$ cat src/rtl/led_pkg.sv
// Shared types and constants for the LED sequencer: mode encoding and
// controller FSM states.
package led_pkg;

  typedef logic [1:0] mode_t;

  localparam mode_t MODE_OFF   = 2'd0;
  localparam mode_t MODE_GRAY  = 2'd1;
  localparam mode_t MODE_SCAN  = 2'd2;
  localparam mode_t MODE_BLINK = 2'd3;

  typedef enum logic {
    RUN  = 1'b0,
    PEND = 1'b1
  } state_t;

endpackage

$ cat src/rtl/led_pwm.sv
// Brightness PWM: free-running counter compared against the applied level.
// Full-scale brightness forces the gate on so 100% duty is reachable.
module led_pwm #(
  parameter int PWM_BITS = 4
) (
  input  logic                clk,
  input  logic                rst,
  input  logic [PWM_BITS-1:0] bright_i,
  output logic                gate_o
);

  localparam logic [PWM_BITS-1:0] CNT_ONE = PWM_BITS'(1);
  localparam logic [PWM_BITS-1:0] CNT_MAX = {PWM_BITS{1'b1}};

  logic [PWM_BITS-1:0] pwm_cnt_q;

  // free-running duty-cycle counter
  always_ff @(posedge clk) begin
    if (rst) begin
      pwm_cnt_q <= '0;
    end else begin
      pwm_cnt_q <= pwm_cnt_q + CNT_ONE;
    end
  end

  assign gate_o = (bright_i == CNT_MAX) || (pwm_cnt_q < bright_i);

endmodule

$ cat src/rtl/led_seq_ctrl.sv
// LED bank sequencer: prescaled step tick, pattern generator, request FSM
// that only applies new mode/brightness on a tick, and PWM-gated output.
module led_seq_ctrl
  import led_pkg::*;
#(
  parameter int NUM_LEDS  = 5,
  parameter int LOG2DELAY = 22,
  parameter int PWM_BITS  = 4
) (
  input  logic                clk,
  input  logic                rst,
  input  logic                mode_valid,
  output logic                mode_ready,
  input  logic [1:0]          mode_data,
  input  logic [PWM_BITS-1:0] bright_data,
  output logic [NUM_LEDS-1:0] leds,
  output logic                step_tick,
  output logic [1:0]          cur_mode
);

  localparam int SCAN_W = $clog2(NUM_LEDS);

  localparam logic [LOG2DELAY-1:0] PRESC_ONE = LOG2DELAY'(1);
  localparam logic [LOG2DELAY-1:0] PRESC_MAX = {LOG2DELAY{1'b1}};
  localparam logic [NUM_LEDS-1:0]  STEP_ONE  = NUM_LEDS'(1);
  localparam logic [NUM_LEDS-1:0]  MSB_ONE   = {1'b1, {(NUM_LEDS-1){1'b0}}};
  localparam logic [SCAN_W-1:0]    SCAN_ONE  = SCAN_W'(1);
  localparam logic [SCAN_W-1:0]    SCAN_LAST = SCAN_W'(NUM_LEDS - 1);

  logic [LOG2DELAY-1:0] presc_q;
  logic                 step_tick_q;
  logic [NUM_LEDS-1:0]  step_q;
  logic [NUM_LEDS-1:0]  step_d;
  logic [SCAN_W-1:0]    scan_idx_q;
  logic [SCAN_W-1:0]    scan_idx_d;
  state_t               state_q;
  logic                 mode_ready_q;
  mode_t                pend_mode_q;
  logic [PWM_BITS-1:0]  pend_bright_q;
  mode_t                cur_mode_q;
  logic [PWM_BITS-1:0]  bright_q;
  logic [NUM_LEDS-1:0]  pattern_d;
  logic [NUM_LEDS-1:0]  leds_q;
  logic                 gate_s;

  // prescaler; tick is registered so it lands the cycle after all-ones
  always_ff @(posedge clk) begin
    if (rst) begin
      presc_q     <= '0;
      step_tick_q <= 1'b0;
    end else begin
      presc_q     <= presc_q + PRESC_ONE;
      step_tick_q <= (presc_q == PRESC_MAX);
    end
  end

  // normal per-tick advance of the step counters
  always_comb begin
    step_d     = step_q;
    scan_idx_d = scan_idx_q;
    if (step_tick_q) begin
      step_d = step_q + STEP_ONE;
      if (scan_idx_q == SCAN_LAST) begin
        scan_idx_d = '0;
      end else begin
        scan_idx_d = scan_idx_q + SCAN_ONE;
      end
    end else begin
      step_d     = step_q;
      scan_idx_d = scan_idx_q;
    end
  end

  // request FSM; an apply in PEND overrides the normal counter advance
  always_ff @(posedge clk) begin
    if (rst) begin
      state_q       <= RUN;
      mode_ready_q  <= 1'b0;
      pend_mode_q   <= MODE_OFF;
      pend_bright_q <= '0;
      cur_mode_q    <= MODE_OFF;
      bright_q      <= '0;
      step_q        <= '0;
      scan_idx_q    <= '0;
    end else begin
      step_q     <= step_d;
      scan_idx_q <= scan_idx_d;
      case (state_q)
        RUN: begin
          mode_ready_q <= 1'b1;
          if (mode_valid && mode_ready_q) begin
            pend_mode_q   <= mode_t'(mode_data);
            pend_bright_q <= bright_data;
            mode_ready_q  <= 1'b0;
            state_q       <= PEND;
          end
        end
        PEND: begin
          mode_ready_q <= 1'b0;
          if (step_tick_q) begin
            cur_mode_q   <= pend_mode_q;
            bright_q     <= pend_bright_q;
            step_q       <= '0;
            scan_idx_q   <= '0;
            mode_ready_q <= 1'b1;
            state_q      <= RUN;
          end
        end
        default: begin
          mode_ready_q <= 1'b0;
          state_q      <= RUN;
        end
      endcase
    end
  end

  // pattern from applied mode and counters
  always_comb begin
    pattern_d = '0;
    case (cur_mode_q)
      MODE_OFF:   pattern_d = '0;
      MODE_GRAY:  pattern_d = step_q ^ (step_q >> 1);
      MODE_SCAN:  pattern_d = MSB_ONE >> scan_idx_q;
      MODE_BLINK: pattern_d = step_q[0] ? {NUM_LEDS{1'b1}} : {NUM_LEDS{1'b0}};
      default:    pattern_d = '0;
    endcase
  end

  led_pwm #(
    .PWM_BITS (PWM_BITS)
  ) u_pwm (
    .clk      (clk),
    .rst      (rst),
    .bright_i (bright_q),
    .gate_o   (gate_s)
  );

  // registered pad drive
  always_ff @(posedge clk) begin
    if (rst) begin
      leds_q <= '0;
    end else begin
      leds_q <= pattern_d & {NUM_LEDS{gate_s}};
    end
  end

  assign leds       = leds_q;
  assign step_tick  = step_tick_q;
  assign cur_mode   = cur_mode_q;
  assign mode_ready = mode_ready_q;

endmodule

$ cat config.mk
export PLATFORM = sky130hd
export DESIGN_NAME = led_seq_ctrl
export DESIGN_NICKNAME = d
export VERILOG_FILES = /design/src/rtl/led_pkg.sv /design/src/rtl/led_pwm.sv /design/src/rtl/led_seq_ctrl.sv
export SDC_FILE = /design/constraint.sdc
export NUM_CORES = 1
export LEC_CHECK = 0
export CAP_MARGIN = 20
export CORE_MARGIN = 2
export CORE_UTILIZATION = 35
export DETAILED_ROUTE_END_ITERATION = 6
export PLACE_DENSITY = 0.54
export SYNTH_ARGS = -nofsm -noshare
export SYNTH_HDL_FRONTEND = slang
export SYNTH_SLANG_ARGS = --single-unit
$ cat constraint.sdc
create_clock -name clk -period 3.6 [get_ports clk]
set_input_delay 0.72 -clock clk [delete_from_list [all_inputs] [get_ports clk]]
set_output_delay 0.72 -clock clk [all_outputs]
set_load 0.005 [all_outputs]
==> flow_summary_export.csv <==
group,metric,value,unit
timing,worst_slew_pin_slew,537,ps
grt,use_met3,0.0332,
final_layout,n_antenna_cell,0,
grt,busiest_layer,"met2",
run,maxCapViolCount,0,
grt,grt_max_degree,32,
timing,finClkSkew,13.7,ps
worst_setup_path,crit_path_end_kind,"output port",
drt,vias,1847,
cts,htree_levels,2,
logic_synthesis,yosys.area_share.simple,0.223,
worst_setup_path,crit_slowest_cell,"dfxtp_1",
worst_setup_path,path_cells,"clkdlybuf4s50_1",
worst_setup_path,arrival,1480,ps
cts,clockBufferDepth,2,
placement,dp_hpwl,3.26,mm
cts,cts_tree,"built",
final_layout,syn2layout_area_growth,14.1,%
logic_synthesis,synth-seq-area-share,0.449,
timing,fin_crit,2200,ps
status,status,"finished clean",
cts,clock_latency,310,ps
cts,post_cts_buffers,0,
floorplanning,fp.dieW,86.9,um
grt,grt_first_pass_wirelength,7.59,mm
worst_setup_path,criticalPathCategory,"reg -> out",
cts,cts-root-buf,"clkbuf_8",
worst_setup_path,path_delay_family,"flip-flops",
worst_setup_path,crit_path_start,"step_tick",
grt,overflow,0,
final_layout,fillers,686,
grt,grt_pass1_vias,1715,
timing,hold-worst-slack,469,ps
placement,gp_congestion,0.756,
logic_synthesis,yosysWarnings,0,
logic_synthesis,syn_inst,271,
logic_synthesis,synth-edff-count,0,
logic_synthesis,synth-compound-area-share,0.128,
timing,setup_ws,1400,ps
worst_setup_path,worst-path-max-fanout,12,
grt,use_met2,0.210,
cts,path_clk_slew,100,ps
drt,via_per_inst,5.06,
final_layout,layout.nets,307,
logic_synthesis,syn-num-nets,294,
cts,cts_buffers,5,
cts,cts-resized-gates,0,
drt,drtIter0Drc,61,
floorplanning,row_count,30,
floorplanning,die_y,86.9,um
grt,gr-usage-all-layers,0.126,
logic_synthesis,syn_avg_cell_area,8.88,um^2
worst_setup_path,r2r_start,"presc_q[0]",
timing,max_freq,454,MHz
min_path,min_from,"presc_q[20]",
timing,final.setup.tns,0,ps
logic_synthesis,ys_ff_latch,54,
grt,antenna_found_initial,0,
floorplanning,dieArea,7550,um^2
logic_synthesis,synth_top_family_by_area,"simple AND/OR/NAND/NOR gates",
min_path,min_path_type,"reg -> reg",
worst_setup_path,start_kind,"register",
drt,routed_wl,4.56,mm
floorplanning,core_area,6720,um^2
timing,slew_violations,0,
drt,drc,0,
worst_setup_path,path_buf_inv,1,
cts,cts_hold_buf,0,
drt,postRouteAntennaNets,0,
floorplanning,initial_core_util,0.358,
worst_setup_path,critPathRequiredTime,2880,ps
grt,met1_usage,0.158,
power_and_ir_drop,p_per_area,394,nW/um^2
timing,hold_viol_final,0,
final_layout,seqCellArea,1080,um^2
logic_synthesis,synthDistinctLibCells,36,
timing,fin_crit_sh,0.612,
drt,drt-wirelength-per-cell,12.5,um
logic_synthesis,async_reset_ff_frac,0,
power_and_ir_drop,ir_drop,197,uV
cts,cts_sinks,54,
timing,rsz0062_at_grt,"no",
logic_synthesis,synth-main-ff-cell,"dfxtp_1",
power_and_ir_drop,finalPower,0.00108,W
logic_synthesis,muxShareOfSynthArea,0.0343,
final_layout,multiInputGateArea,1230,um^2
final_layout,drive_above_1_share,0.0596,
timing,setup_violations,0,
power_and_ir_drop,power_leakage,0.968,nW
floorplanning,io-pin-count,18,
logic_synthesis,synthAdderAreaFrac,0.0728,
worst_setup_path,critPathMaxStageDelay,590,ps
logic_synthesis,synth-xor-area-share,0.0546,
logic_synthesis,syn_area,2410,um^2
placement,pre_cts_ws,1650,ps
timing,max-slew-margin-rel,0.642,
drt,drtPass1Iterations,4,
placement,io_buffers,17,
-- layout by cell type, fill, tap and decap left out, drive strengths merged, types with 5 or more instances in the layout --
cell / Yosys / routed
mux2i: 6 / 6
xnor2: 10 / 10
nor2b: 5 / 5
ha: 14 / 14
a21oi: 21 / 21
nor2: 34 / 34
o21ai: 11 / 11
a22oi: 6 / 6
clkbuf: 8 / 5
dfxtp: 54 / 54
clkdlybuf4s50: 0 / 16
xor2: 5 / 5
a211oi: 6 / 6
nand3: 13 / 13
or3: 6 / 6
nand2: 20 / 20
inv: 12 / 13
nand4: 7 / 7
-- layer usage --
layer,part of all wire,vias to the layer above,routed length [um]
li1,-,971,-
met1,0.51,847,2310
met2,0.45,22,2050
met3,0.029,7,130
met4,0.014,0,66
met5,0,-,0
-- through the flow --
| stage | cell area, um^2 | utilization | instances |
|---|---|---|---|
| after global routing | 2750 | 0.409 | 365 |
| after detailed placement | 2630 | 0.392 | 357 |
| after CTS | 2750 | 0.409 | 365 |
| final | 2750 | 0.409 | 365 |
| after global placement | 2630 | 0.392 | 357 |
| after floorplan | 2410 | - | 271 |
-- report_power, final --
part           total (W)  switching [W]  leakage (nW)  internal, W
clock           0.000412       0.000203        0.0585     0.000209
combinational  0.0000501      0.0000256         0.473    0.0000244
sequential      0.000620      0.0000115         0.437     0.000608
total            0.00108       0.000240         0.968     0.000841
-- cell type report --
type,instances,share of cell area
Sequential cell,54,0.394
Clock buffer,5,0.0251
Inverter,12,0.0164
Tap cell,80,0.0365
Timing Repair Buffer,18,0.0629
Multi-Input combinational cell,193,0.449
Clock inverter,3,0.0160
-- logic make-up (layout without fill, tap and decap cells) --
group,after synthesis,after routing
simple gates,105,105
flops,54,54
compound gates,51,51
buf+inv,24,38
xor+xnor,15,15
fa+ha+maj,14,14
mux,8,8
-- synth_stat cells (2+ instances only) --
| library cell | count | share of area |
|---|---|---|
| a22o_1 | 3 | 0.011 |
| nand3b_1 | 2 | 0.0062 |
| clkbuf_1 | 8 | 0.012 |
| nor3_1 | 4 | 0.0083 |
| nor2b_1 | 5 | 0.013 |
| nand2_1 | 20 | 0.031 |
| xnor2_1 | 10 | 0.036 |
| nor2_1 | 34 | 0.053 |
| nand2b_1 | 2 | 0.0052 |
| dfxtp_1 | 54 | 0.45 |
| mux2i_1 | 6 | 0.025 |
| o21ai_0 | 11 | 0.023 |
| and4_1 | 2 | 0.0073 |
| ha_1 | 14 | 0.073 |
| nand3_1 | 12 | 0.025 |
| buf_1 | 3 | 0.0047 |
| a211oi_1 | 6 | 0.019 |
| a21oi_1 | 21 | 0.044 |
| nand4b_1 | 2 | 0.0073 |
| or3_1 | 6 | 0.016 |
| mux2_2 | 2 | 0.0094 |
| nand4_1 | 6 | 0.016 |
| inv_1 | 12 | 0.019 |
| or4_1 | 2 | 0.0062 |
| nor4_1 | 4 | 0.010 |
| a22oi_1 | 6 | 0.019 |
| xor2_1 | 5 | 0.018 |
-- worst paths after layout --
check	end	slack [ps]	depth (start not counted)
max	step_tick	1400	1
min	step_tick	470	2
max reg2reg	presc_q[18]	1650	5
min reg2reg	step_tick	470	2
Note: power is estimated with default switching activity, not from simulation.
